### src/rtl/rt_stage_if.sv
// ROB-head to retire-stage bundle: retire candidates in, AMT writes,
// free-list returns and rollback out.
interface rt_stage_if #(
  parameter int unsigned C_RT_NUM         = 2,
  parameter int unsigned C_ARCH_IDX_WIDTH = 5,
  parameter int unsigned C_TAG_IDX_WIDTH  = 6
);
  localparam int unsigned C_NUM_WIDTH = $clog2(C_RT_NUM + 1);

  logic [C_RT_NUM-1:0]                       rob_valid_i;
  logic [C_RT_NUM-1:0]                       rob_complete_i;
  logic [C_RT_NUM-1:0]                       rob_br_mispred_i;
  logic [C_RT_NUM-1:0][C_ARCH_IDX_WIDTH-1:0] rob_rd_i;
  logic [C_RT_NUM-1:0][C_TAG_IDX_WIDTH-1:0]  rob_tag_i;
  logic [C_RT_NUM-1:0][C_TAG_IDX_WIDTH-1:0]  rob_tag_old_i;
  logic                                      rob_empty_i;

  logic [C_NUM_WIDTH-1:0]                    rt_retire_num_o;
  logic [C_RT_NUM-1:0]                       rt_amt_wr_en_o;
  logic [C_RT_NUM-1:0][C_ARCH_IDX_WIDTH-1:0] rt_amt_rd_o;
  logic [C_RT_NUM-1:0][C_TAG_IDX_WIDTH-1:0]  rt_amt_tag_o;
  logic [C_RT_NUM-1:0]                       rt_fl_valid_o;
  logic [C_RT_NUM-1:0][C_TAG_IDX_WIDTH-1:0]  rt_fl_tag_o;
  logic                                      rollback_o;
  logic [31:0]                               rt_retired_cnt_o;

  modport master (
    output rob_valid_i, rob_complete_i, rob_br_mispred_i,
    output rob_rd_i, rob_tag_i, rob_tag_old_i, rob_empty_i,
    input  rt_retire_num_o, rt_amt_wr_en_o, rt_amt_rd_o, rt_amt_tag_o,
    input  rt_fl_valid_o, rt_fl_tag_o, rollback_o, rt_retired_cnt_o
  );

  modport slave (
    input  rob_valid_i, rob_complete_i, rob_br_mispred_i,
    input  rob_rd_i, rob_tag_i, rob_tag_old_i, rob_empty_i,
    output rt_retire_num_o, rt_amt_wr_en_o, rt_amt_rd_o, rt_amt_tag_o,
    output rt_fl_valid_o, rt_fl_tag_o, rollback_o, rt_retired_cnt_o
  );
endinterface

### src/rtl/rt_stage.sv
// Retire stage: in-order retirement from the ROB head into the AMT and free
// list, with rollback sequencing after a mispredicted branch retires.
module rt_stage #(
  parameter int unsigned C_RT_NUM         = 2,
  parameter int unsigned C_ARCH_IDX_WIDTH = 5,
  parameter int unsigned C_TAG_IDX_WIDTH  = 6
) (
  input logic    clk_i,
  input logic    rst_i,
  rt_stage_if.slave rt
);
  localparam int unsigned C_NUM_WIDTH = $clog2(C_RT_NUM + 1);

  typedef enum logic [1:0] {
    S_RUN,
    S_WB,
    S_ROLLBACK,
    S_RECOVER
  } state_t;

  state_t state_q, state_nxt;

  logic [C_RT_NUM-1:0]                       retire;
  logic                                      lane_ok;
  logic                                      mispred_hit;
  logic [C_NUM_WIDTH-1:0]                    retire_cnt;
  logic [C_RT_NUM-1:0]                       amt_wr_nxt;
  logic [C_RT_NUM-1:0]                       fl_valid_nxt;

  logic [C_RT_NUM-1:0]                       amt_wr_q;
  logic [C_RT_NUM-1:0][C_ARCH_IDX_WIDTH-1:0] amt_rd_q;
  logic [C_RT_NUM-1:0][C_TAG_IDX_WIDTH-1:0]  amt_tag_q;
  logic [C_RT_NUM-1:0]                       fl_valid_q;
  logic [C_RT_NUM-1:0][C_TAG_IDX_WIDTH-1:0]  fl_tag_q;
  logic                                      rollback_q;
  logic [31:0]                               retired_cnt_q;

  // A mispredicted lane retires itself but closes the window for younger lanes.
  always_comb begin
    retire      = '0;
    lane_ok     = 1'b1;
    mispred_hit = 1'b0;
    if (state_q == S_RUN) begin
      for (int unsigned i = 0; i < C_RT_NUM; i++) begin
        lane_ok   = lane_ok & rt.rob_valid_i[i] & rt.rob_complete_i[i];
        retire[i] = lane_ok;
        if (lane_ok && rt.rob_br_mispred_i[i]) begin
          mispred_hit = 1'b1;
        end
        lane_ok = lane_ok & ~rt.rob_br_mispred_i[i];
      end
    end
  end

  always_comb begin
    retire_cnt = '0;
    for (int unsigned i = 0; i < C_RT_NUM; i++) begin
      retire_cnt = retire_cnt + C_NUM_WIDTH'(retire[i]);
    end
  end

  // Older writes to an rd that a younger retiring lane also writes are dropped;
  // the free-list return of every retiring lane is kept.
  always_comb begin
    amt_wr_nxt   = '0;
    fl_valid_nxt = '0;
    for (int unsigned i = 0; i < C_RT_NUM; i++) begin
      fl_valid_nxt[i] = retire[i] && (rt.rob_rd_i[i] != '0);
      amt_wr_nxt[i]   = fl_valid_nxt[i];
      for (int unsigned j = i + 1; j < C_RT_NUM; j++) begin
        if (retire[j] && (rt.rob_rd_i[j] == rt.rob_rd_i[i])) begin
          amt_wr_nxt[i] = 1'b0;
        end
      end
    end
  end

  always_comb begin
    state_nxt = state_q;
    unique case (state_q)
      S_RUN:      if (mispred_hit) state_nxt = S_WB;
      S_WB:       state_nxt = S_ROLLBACK;
      S_ROLLBACK: state_nxt = S_RECOVER;
      S_RECOVER:  if (rt.rob_empty_i) state_nxt = S_RUN;
      default:    state_nxt = S_RUN;
    endcase
  end

  always_ff @(posedge clk_i or negedge rst_i) begin
    if (!rst_i) begin
      state_q       <= S_RUN;
      amt_wr_q      <= '0;
      amt_rd_q      <= '0;
      amt_tag_q     <= '0;
      fl_valid_q    <= '0;
      fl_tag_q      <= '0;
      rollback_q    <= 1'b0;
      retired_cnt_q <= '0;
    end else begin
      state_q       <= state_nxt;
      amt_wr_q      <= amt_wr_nxt;
      amt_rd_q      <= rt.rob_rd_i;
      amt_tag_q     <= rt.rob_tag_i;
      fl_valid_q    <= fl_valid_nxt;
      fl_tag_q      <= rt.rob_tag_old_i;
      rollback_q    <= (state_nxt == S_ROLLBACK);
      retired_cnt_q <= retired_cnt_q + 32'(retire_cnt);
    end
  end

  // The pop count is combinational, so it is masked while reset is held.
  assign rt.rt_retire_num_o  = rst_i ? retire_cnt : '0;
  assign rt.rt_amt_wr_en_o   = amt_wr_q;
  assign rt.rt_amt_rd_o      = amt_rd_q;
  assign rt.rt_amt_tag_o     = amt_tag_q;
  assign rt.rt_fl_valid_o    = fl_valid_q;
  assign rt.rt_fl_tag_o      = fl_tag_q;
  assign rt.rollback_o       = rollback_q;
  assign rt.rt_retired_cnt_o = retired_cnt_q;
endmodule

### src/flat_wrapper.sv
// flat-port wrapper written by rule: the top's interface ports become plain ports
module rt_stage_flat 
#(
  parameter int unsigned C_RT_NUM         = 2,
  parameter int unsigned C_ARCH_IDX_WIDTH = 5,
  parameter int unsigned C_TAG_IDX_WIDTH  = 6
)
  (clk_i, rst_i, rt_rob_valid_i, rt_rob_complete_i, rt_rob_br_mispred_i, rt_rob_rd_i, rt_rob_tag_i, rt_rob_tag_old_i, rt_rob_empty_i, rt_rt_retire_num_o, rt_rt_amt_wr_en_o, rt_rt_amt_rd_o, rt_rt_amt_tag_o, rt_rt_fl_valid_o, rt_rt_fl_tag_o, rt_rollback_o, rt_rt_retired_cnt_o);
  rt_stage_if #(.C_RT_NUM(C_RT_NUM), .C_ARCH_IDX_WIDTH(C_ARCH_IDX_WIDTH), .C_TAG_IDX_WIDTH(C_TAG_IDX_WIDTH)) rt_i ();
  input logic clk_i;
  input logic rst_i;
  input wire logic [$bits(rt_i.rob_valid_i)-1:0] rt_rob_valid_i;
  input wire logic [$bits(rt_i.rob_complete_i)-1:0] rt_rob_complete_i;
  input wire logic [$bits(rt_i.rob_br_mispred_i)-1:0] rt_rob_br_mispred_i;
  input wire logic [$bits(rt_i.rob_rd_i)-1:0] rt_rob_rd_i;
  input wire logic [$bits(rt_i.rob_tag_i)-1:0] rt_rob_tag_i;
  input wire logic [$bits(rt_i.rob_tag_old_i)-1:0] rt_rob_tag_old_i;
  input wire logic [$bits(rt_i.rob_empty_i)-1:0] rt_rob_empty_i;
  output wire logic [$bits(rt_i.rt_retire_num_o)-1:0] rt_rt_retire_num_o;
  output wire logic [$bits(rt_i.rt_amt_wr_en_o)-1:0] rt_rt_amt_wr_en_o;
  output wire logic [$bits(rt_i.rt_amt_rd_o)-1:0] rt_rt_amt_rd_o;
  output wire logic [$bits(rt_i.rt_amt_tag_o)-1:0] rt_rt_amt_tag_o;
  output wire logic [$bits(rt_i.rt_fl_valid_o)-1:0] rt_rt_fl_valid_o;
  output wire logic [$bits(rt_i.rt_fl_tag_o)-1:0] rt_rt_fl_tag_o;
  output wire logic [$bits(rt_i.rollback_o)-1:0] rt_rollback_o;
  output wire logic [$bits(rt_i.rt_retired_cnt_o)-1:0] rt_rt_retired_cnt_o;
  assign rt_i.rob_valid_i = rt_rob_valid_i;
  assign rt_i.rob_complete_i = rt_rob_complete_i;
  assign rt_i.rob_br_mispred_i = rt_rob_br_mispred_i;
  assign rt_i.rob_rd_i = rt_rob_rd_i;
  assign rt_i.rob_tag_i = rt_rob_tag_i;
  assign rt_i.rob_tag_old_i = rt_rob_tag_old_i;
  assign rt_i.rob_empty_i = rt_rob_empty_i;
  assign rt_rt_retire_num_o = rt_i.rt_retire_num_o;
  assign rt_rt_amt_wr_en_o = rt_i.rt_amt_wr_en_o;
  assign rt_rt_amt_rd_o = rt_i.rt_amt_rd_o;
  assign rt_rt_amt_tag_o = rt_i.rt_amt_tag_o;
  assign rt_rt_fl_valid_o = rt_i.rt_fl_valid_o;
  assign rt_rt_fl_tag_o = rt_i.rt_fl_tag_o;
  assign rt_rollback_o = rt_i.rollback_o;
  assign rt_rt_retired_cnt_o = rt_i.rt_retired_cnt_o;
  rt_stage #(.C_RT_NUM(C_RT_NUM), .C_ARCH_IDX_WIDTH(C_ARCH_IDX_WIDTH), .C_TAG_IDX_WIDTH(C_TAG_IDX_WIDTH)) u_core (.clk_i(clk_i), .rst_i(rst_i), .rt(rt_i));
endmodule
### config.mk
export PLATFORM = sky130hd
export DESIGN_NAME = rt_stage_flat
export DESIGN_NICKNAME = d
export VERILOG_FILES = /design/src/rtl/rt_stage_if.sv /design/src/rtl/rt_stage.sv /design/src/flat_wrapper.sv
export SDC_FILE = /design/constraint.sdc
export NUM_CORES = 1
export LEC_CHECK = 0
export BUFFER_PORTS_ARGS = -buffer_cell sky130_fd_sc_hd__buf_2
export CAP_MARGIN = 20
export CORE_UTILIZATION = 35
export CTS_BUF_LIST = sky130_fd_sc_hd__clkbuf_8
export DETAILED_ROUTE_END_ITERATION = 8
export PLACE_DENSITY_LB_ADDON = 0.2
export SYNTH_ARGS = -nofsm -noshare
export SYNTH_HDL_FRONTEND = slang
export SYNTH_SLANG_ARGS = --single-unit
### constraint.sdc
create_clock -name clk_i -period 2.7 [get_ports clk_i]
set_input_delay 0.81 -clock clk_i [delete_from_list [all_inputs] [get_ports clk_i]]
set_output_delay 0.81 -clock clk_i [all_outputs]
set_load 0.01 [all_outputs]
Yosys cells after proc, flatten, opt, wreduce, memory -nomap -nowiden

Index checks and enable logic that the tools add are counted.
W data, S select, Z words.

Register bits: 73
Output and inout port bits: 73
Word-level logic and storage cells: 40

$add $sub $neg: 2
Eq/ne operators: 5
Muxes and demuxes: 9
Bitwise operators: 5
Reductions and logical operators: 8

Operators by type and width:

| kind                 | number |
|---|---|
| $add A32 B2 Y32      | 1 |
| $reduce_bool A5 Y1   | 2 |
| $mux W2              | 4 |
| $pmux W2 S4          | 1 |
| $eq A2 B2 Y1 const B | 3 |
| $eq A5 B5 Y1         | 1 |
| $logic_and A1 B1 Y1  | 5 |
| $and A1 B1 Y1        | 4 |
| $mux W1              | 4 |
| $add A1 B1 Y2        | 1 |
| $eq A2 B1 Y1 const B | 1 |
| $logic_not A2 Y1     | 1 |
| $not A1 Y1           | 1 |

Logic depth before layout (Yosys ltp)

Gate-level depths: netlist (run 1).

Depth after elaboration: 10
Gate-level depth with buffers: 9

Worst setup path before layout (run 1)

OpenSTA, ideal clock, no wires.

Path type: input to register
Start: input port rt_rob_valid_i[0]
End: register u_core.retired_cnt_q[20], in the netlist u_core.rt.rt_retired_cnt_o[20]
Library setup time: 125 ps
Arrival: 2401 ps
Data required time: 2575 ps
Slack: 174 ps
Stages on the path: 7
Buffers on the path: 0
Path through: nand3_1 nor3_1 fa_1 nand3_1 nor4_4 nand4_1 xnor2_1

Longest elaborated chain between the ends: 7

Ends and longest elaborated chain:

| item                        | RTL line           | RTL |
|---|---|---|
| from (decl)                 | flat_wrapper.sv:12 | `input wire logic [$bits(rt_i.rob_valid_i)-1:0] rt_rob_valid_i;` |
| $and A1 B1 Y1 (*)           | rt_stage.sv:45     | `lane_ok = lane_ok & rt.rob_valid_i[i] & rt.rob_complete_i[i];` |
| $and A1 B1 Y1               | rt_stage.sv:50     | `lane_ok = lane_ok & ~rt.rob_br_mispred_i[i];` |
| $and A1 B1 Y1 (2 in series) | rt_stage.sv:45     |  |
| $mux W2 (*)                 | rt_stage.sv:43     | `if (state_q == S_RUN) begin` |
| $add A1 B1 Y2 (*)           | rt_stage.sv:58     | `retire_cnt = retire_cnt + C_NUM_WIDTH'(retire[i]);` |
| $add A32 B2 Y32 (*)         | rt_stage.sv:107    | `retired_cnt_q <= retired_cnt_q + 32'(retire_cnt);` |
| to (signal assigned)        | rt_stage.sv:107    |  |
| to (decl)                   | rt_stage.sv:36     | `logic [31:0] retired_cnt_q;` |

Mark *: on every way between the ends. The rest lies on a longest branch, timed or not.

Worst setup path in the final report (run 1)

Start: register u_core.state_q[1]
End: output port rt_rt_retire_num_o[1]

Longest elaborated chain between the ends: 4

Ends and longest elaborated chain:

| item                   | RTL line           | RTL |
|---|---|---|
| from (decl)            | rt_stage.sv:21     | `state_t state_q, state_nxt;` |
| from (signal assigned) | rt_stage.sv:100    | `state_q <= state_nxt;` |
| $logic_not A2 Y1       | rt_stage.sv:43     |  |
| $mux W2                | rt_stage.sv:43     |  |
| $add A1 B1 Y2          | rt_stage.sv:58     |  |
| $mux W2                | rt_stage.sv:112    | `assign rt.rt_retire_num_o = rst_i ? retire_cnt : '0;` |
| to (decl)              | flat_wrapper.sv:19 | `output wire logic [$bits(rt_i.rt_retire_num_o)-1:0] rt_rt_retire_num_o;` |

No other way between the ends.

==> run_results.csv, run 1 <==
group,metric,value,unit
status,status,"finished clean",
yosys,synth_nets,236,
critical_path,rr_endpoint,"u_core.rt.rt_retired_cnt_o[30]",
job,max-cap-violations,0,
critical_path,reg2reg_from,"u_core.state_q[1]",
floorplan,fp.dieH,89.0,µm
routing,wl,5750,µm
placed_design,placed_area,3370,µm²
placed_design,dp.cells,406,
cts,post_cts_buffers,0,
critical_path,end_kind,"output pin",
finish,final_cell_area,3600,µm²
routing,drc_errors,0,
yosys,synth_area,2650,µm²
timing,drv_slew,0,
timing,fin_setup_tns,0,ns
critical_path,crit_required,1.89,ns
floorplan,start_util,36.3,%
floorplan,ioPinCount,116,
timing,finalHoldViolCount,0,
critical_path,critPathCapture,"rt_rt_retire_num_o[1]",
cts,htreeDepth,3,
placed_design,gp_congestion,0.789,
cts,cts_tree,"yes",
critical_path,reg2reg_depth,10,
floorplan,fp.dieW,89.0,µm
critical_path,start_kind,"flip-flop",
finish,most-common-layout-cells,"buf_2 (114), dfrtp_1 (72), xnor2_1 (26), nand3_1 (17)",
cts,holdBufCountCts,0,
global_route,overflow,0,
timing,whs,0.299,ns
worst_hold_path,hp-class,"in2async",
finish,areaGrowthSynthToFinish,35.9,%
timing,layout_min_cycle_time,2.45,ns
cts,cts_resized,0,
yosys,synth-seq-area-share,68.0,%
finish,num_antenna_cells,0,
power,ir_worst_vdd,0.000255,V
cts,numCtsBuffers,9,
power,power_density,659,nW/µm²
placed_design,dp_hpwl,4140,µm
cts,clk_pin_slew,0.08,ns
cts,root_buffer,"clkbuf_8",
power,p_leak,1.88,nW
timing,maxSlewHeadroom,48.9,%
floorplan,fp.coreArea,7290,µm²
routing,viasPerCell,4.48,
placed_design,io_buffers,115,
routing,dr.pass1.iters,4,
routing,post_drt_wl_per_cell,13.6,µm
yosys,async_flop_share,100,%
yosys,synth_fa_ha_area_share,1.70,%
timing,fin_skew,0.00590,ns
timing,rsz0062_at_grt,"no",
power,p_total,0.00237,W
finish,sequential_cell_area,1800,µm²
critical_path,cpMaxStageDelayCell,"dfrtp_1",
critical_path,cp-startpoint,"u_core.state_q[1]",
yosys,yosysWarnings,0,
yosys,synth-simple-area-share,15.6,%
floorplan,die_area,7920,µm²
critical_path,cp_max_fo,5,
critical_path,slowest_delay,0.42,ns
critical_path,arrival,1.64,ns
yosys,synth_top_family_by_area,"simple AND/OR/NAND/NOR gates",
critical_path,crit_family,"simple AND/OR/NAND/NOR gates",
finish,mostFrequentLayoutCell,"buf_2",
global_route,grt_max_degree,63,
yosys,ys_seq_elements,72,
timing,finalSetupViolCount,0,
critical_path,crit_cells,6,
critical_path,r2r_slack,0.39,ns
cts,clockBufferDepth,2,
finish,multi_input_area,820,µm²
global_route,grt_pass1_wl,8980,µm
finish,drive_gt1_share,44.3,%
routing,detail-route-antenna-nets,0,
critical_path,critPathBufInv,2,
global_route,grt_util_all_layers,15.5,%
finish,nNetsFinal,364,
yosys,synth_edf_count,0,
routing,drt_iter0_drc,50,
timing,tightest_slew,0.766,ns
finish,fillCellCount,687,
cts,clock-sinks,72,
timing,fmax,0.408,GHz
yosys,synthMuxAreaShare,0,%
finish,final_cells,422,
yosys,synth_compound_area_share,2.03,%
timing,finalCritPeriodShare,90.8,%
floorplan,placementRows,31,
yosys,synth.distinct_cells,34,
yosys,synth_xor_area_share,11.6,%
critical_path,crit_chain,"nor2_1 > nand3_1 > nor3_1 > buf_4 > and2_1 > buf_2",
yosys,ys.flop_type,"dfrtp_1",
routing,vias,1890,
yosys,synth_cells,190,
critical_path,crit_type,"reg2out",
yosys,avgSynthCellArea,13.9,µm²
cts,clk_latency,0.34,ns
global_route,grt_pass1_vias,1704,
global_route,antenna_found_initial,1,
[routing by layer]
metal,vias to the layer above,track usage (%),wire [µm]
li1,908,-,-
met1,905,20.0,2460
met2,69,24.2,2820
met3,8,4.52,392
met4,0,6.93,85
met5,-,0,0
[worst register-to-register path: stages, from the launching register on]
cell	delay, ns
dfrtp_1	0.42
nor2_1	0.14
nand3_1	0.16
nor2_1	0.16
ha_1	0.22
fa_1	0.21
nand3_1	0.15
nor4_4	0.24
buf_4	0.21
nand4_1	0.12
xnor2_1	0.16
[state kept, by name, indices dropped and copies added, names as in the netlist]
name and count:
u_core.rt.rt_retired_cnt_o 32, u_core.state_q 2, u_core.rt.rt_amt_wr_en_o 2, u_core.rt.rt_fl_valid_o 1, u_core.rt.rt_amt_rd_o 10, u_core.rt.rt_fl_tag_o 12
u_core.rt.rollback_o 1, u_core.rt.rt_amt_tag_o 12
[logic make-up (layout without fill, tap and decap cells)]
| group | count (synthesis) | after routing |
|---|---|---|
| AND/OR/NAND/NOR | 66 | 66 |
| adder cells (fa/ha/maj) | 3 | 3 |
| AO/OA/AOI/OAI | 8 | 8 |
| buffers and inverters | 6 | 139 |
| XOR/XNOR | 35 | 35 |
| flip-flops | 72 | 72 |
[area by class of cell]
type,instances,area share [%]
flip-flops and latches,72,50.1
multi-input cells,112,22.8
repair buffers,120,17.1
clock buffers,9,3.44
well taps,99,3.44
clock inverters,7,2.88
inverters,3,0.313
[worst min path at each step]
stage                                               from                             end  slack [ns]
after global placement    u_core.rt.rt_retired_cnt_o[31]  u_core.rt.rt_retired_cnt_o[31]        0.46
after detailed placement  u_core.rt.rt_retired_cnt_o[31]  u_core.rt.rt_retired_cnt_o[31]        0.47
after global routing                               rst_i   u_core.rt.rt_retired_cnt_o[0]        0.29
after CTS                                          rst_i        u_core.rt.rt_amt_rd_o[4]        0.29
final                                              rst_i        u_core.rt.rt_amt_rd_o[9]        0.30
after floorplan                        u_core.state_q[0]               u_core.state_q[0]        0.45
[Yosys cell counts, drive strengths merged (2+ instances only)]
master  count  share of area, %
nand4       9               2.7
a21oi       2              0.38
nor3        4              0.76
nor4        3               2.4
inv         3              0.43
and2        2              0.47
nor2        8               1.1
xor2        9               3.0
xnor2      26               8.6
nand3      17               3.2
nand2       9               1.3
dfrtp      72                68
ha          2              0.94
buf         2              0.47
and3        6               1.5
[where the power goes]
| part | internal (W) | switching (W) |
|---|---|---|
| clock network | 0.000530 | 0.000427 |
| registers | 0.00115 | 0.0000515 |
| logic | 0.0000978 | 0.000120 |
| total | 0.00177 | 0.000598 |
[stage by stage]
| step | worst slack, ns | util [%] |
|---|---|---|
| 3_3_place_gp | 0.133 | 46.2 |
| 5_1_grt | 0.0862 | 49.4 |
| 4_1_cts | 0.208 | 49.4 |
| 2_1_floorplan | 0.174 | - |
| 6_report | 0.249 | 49.4 |
| 3_5_place_dp | 0.0665 | 46.2 |
(Power assumes the default switching activity.)
==> inputs of run 2 (changes only) <==
--- a/config.mk
+++ b/config.mk
@@ -5,11 +5,12 @@
 export SDC_FILE = /design/constraint.sdc
 export NUM_CORES = 1
 export LEC_CHECK = 0
-export BUFFER_PORTS_ARGS = -buffer_cell sky130_fd_sc_hd__buf_2
+export BUFFER_PORTS_ARGS = -buffer_cell sky130_fd_sc_hd__buf_4
 export CAP_MARGIN = 20
 export CORE_UTILIZATION = 35
 export CTS_BUF_LIST = sky130_fd_sc_hd__clkbuf_8
 export DETAILED_ROUTE_END_ITERATION = 8
+export HOLD_SLACK_MARGIN = 0.05
 export PLACE_DENSITY_LB_ADDON = 0.2
 export SYNTH_ARGS = -nofsm -noshare
 export SYNTH_HDL_FRONTEND = slang
==> run_results.csv, run 2 (synthesis gave the netlist of run 1 again) <==
group,metric,value,unit
finish,final_cell_area,3860,µm²
cts,cts_resized,0,
timing,rsz0062_at_grt,"no",
timing,finalCritPeriodShare,91.0,%
routing,met1Wirelength,2510,µm
timing,whs,0.264,ns
finish,nNetsFinal,364,
timing,tightest_slew,0.831,ns
critical_path,cp_max_fo,5,
routing,dr.pass1.iters,3,
global_route,grt_max_degree,69,
cts,clk_pin_slew,0.08,ns
timing,fin_skew,0.00499,ns
floorplan,die_area,7920,µm²
routing,vias,1893,
cts,clk_latency,0.33,ns
placed_design,io_buffers,115,
worst_hold_path,hp-class,"in2async",
critical_path,reg2reg_depth,10,
critical_path,crit_family,"simple AND/OR/NAND/NOR gates",
cts,clockBufferDepth,2,
placed_design,dp_hpwl,4250,µm
cts,htreeDepth,3,
floorplan,fp.dieH,89.0,µm
power,ir_worst_vdd,0.000270,V
critical_path,cpMaxStageDelayCell,"dfrtp_1",
routing,wl,5830,µm
timing,layout_min_cycle_time,2.46,ns
floorplan,fp.coreArea,7290,µm²
critical_path,rr_endpoint,"u_core.rt.rt_retired_cnt_o[30]",
placed_design,pre_cts_ws,0.0691,ns
cts,cts_tree,"yes",
critical_path,start_kind,"flip-flop",
cts,post_cts_buffers,0,
placed_design,gp_congestion,0.772,
status,status,"finished clean",
finish,final_cells,422,
global_route,antenna_found_initial,0,
routing,met2_length,2810,µm
critical_path,r2r_slack,0.38,ns
floorplan,ioPinCount,116,
placed_design,placed_area,3660,µm²
power,power_density,604,nW/µm²
floorplan,placementRows,31,
critical_path,cpMostUsedCell,"buf_4",
timing,fin_setup_tns,0,ns
critical_path,crit_required,1.89,ns
critical_path,slowest_delay,0.43,ns
power,p_leak,1.92,nW
critical_path,arrival,1.65,ns
critical_path,critPathBufInv,2,
timing,fin_ws,0.242,ns
critical_path,crit_type,"reg2out",
timing,finalHoldViolCount,0,
routing,dr_wl_met3,379,µm
timing,drv_slew,0,
critical_path,crit_chain,"nor2_1 > nand3_1 > nor3_1 > buf_4 > and2_1 > buf_4",
cts,numCtsBuffers,9,
floorplan,fp.dieW,89.0,µm
routing,detail-route-antenna-nets,0,
timing,maxSlewHeadroom,44.6,%
finish,drive_gt1_share,44.3,%
routing,top_layer,"met4",
floorplan,start_util,36.3,%
placed_design,dp.cells,406,
finish,largest_reg_flops,32,
timing,finalSetupViolCount,0,
global_route,grt_pass1_wl,9000,µm
global_route,grt_util_all_layers,15.8,%
timing,fmax,0.407,GHz
global_route,grt_pass1_vias,1735,
finish,areaGrowthSynthToFinish,45.8,%
cts,root_buffer,"clkbuf_8",
global_route,overflow,0,
job,max-cap-violations,0,
routing,viasPerCell,4.49,
critical_path,reg2reg_from,"u_core.state_q[1]",
cts,holdBufCountCts,0,
finish,most-common-layout-cells,"buf_4 (120), dfrtp_1 (72), xnor2_1 (26), nand3_1 (17), clkbuf_8 (10)",
critical_path,end_kind,"output pin",
finish,fillCellCount,663,
routing,drt_iter0_drc,81,
routing,post_drt_wl_per_cell,13.8,µm
critical_path,cp-startpoint,"u_core.state_q[1]",
routing,drc_errors,0,
cts,clock-sinks,72,
finish,num_antenna_cells,0,
finish,mostFrequentLayoutCell,"buf_4",
## run 2: power by group
group          switching, W  internal, W  total [W]
clock              0.000409     0.000455   0.000864
sequential        0.0000568      0.00115    0.00121
combinational      0.000119     0.000144   0.000264
total              0.000585      0.00175    0.00233
## run 2: layout make-up
class                      instances  area [µm²]  area share [%]
clock inverter                     6        67.6            1.75
multi-input combinational        112         820            21.2
tap                               99         124            3.21
timing repair buffer             120         901            23.3
clock buffer                      10         138            3.56
sequential                        72        1800            46.6
inverter                           3        11.3           0.292
## run 2: worst reg2reg max path: stages (launching register included)
cell,delay [ns]
dfrtp_1,0.43
nor2_1,0.14
nand3_1,0.17
nor2_1,0.17
ha_1,0.22
fa_1,0.22
nand3_1,0.14
nor4_4,0.23
buf_4,0.20
nand4_1,0.13
xnor2_1,0.15
## run 2: worst max path at each step
stage,endpoint,slack [ns],cells past startpoint
6_report,rt_rt_retire_num_o[1],0.24,6
5_1_grt,rt_rt_retire_num_o[1],0.05,6
4_1_cts,rt_rt_retire_num_o[1],0.22,6
3_5_place_dp,u_core.rt.rt_retired_cnt_o[30],0.07,10
3_3_place_gp,u_core.rt.rt_retired_cnt_o[9],0.13,9
2_1_floorplan,u_core.rt.rt_retired_cnt_o[20],0.17,7
## run 2: per-layer routing
layer	vias up	GRT usage, %
met4	0	8.80
li1	906	-
met5	-	0
met1	914	19.6
met3	11	4.89
met2	62	24.5
## run 2: per-stage QoR
stage,power (W),utilization (%)
after floorplan,0.00131,-
after CTS,0.00237,53.0
after global routing,0.00247,53.0
after global placement,0.00149,50.2
final,0.00233,53.0
after detailed placement,0.00150,50.2
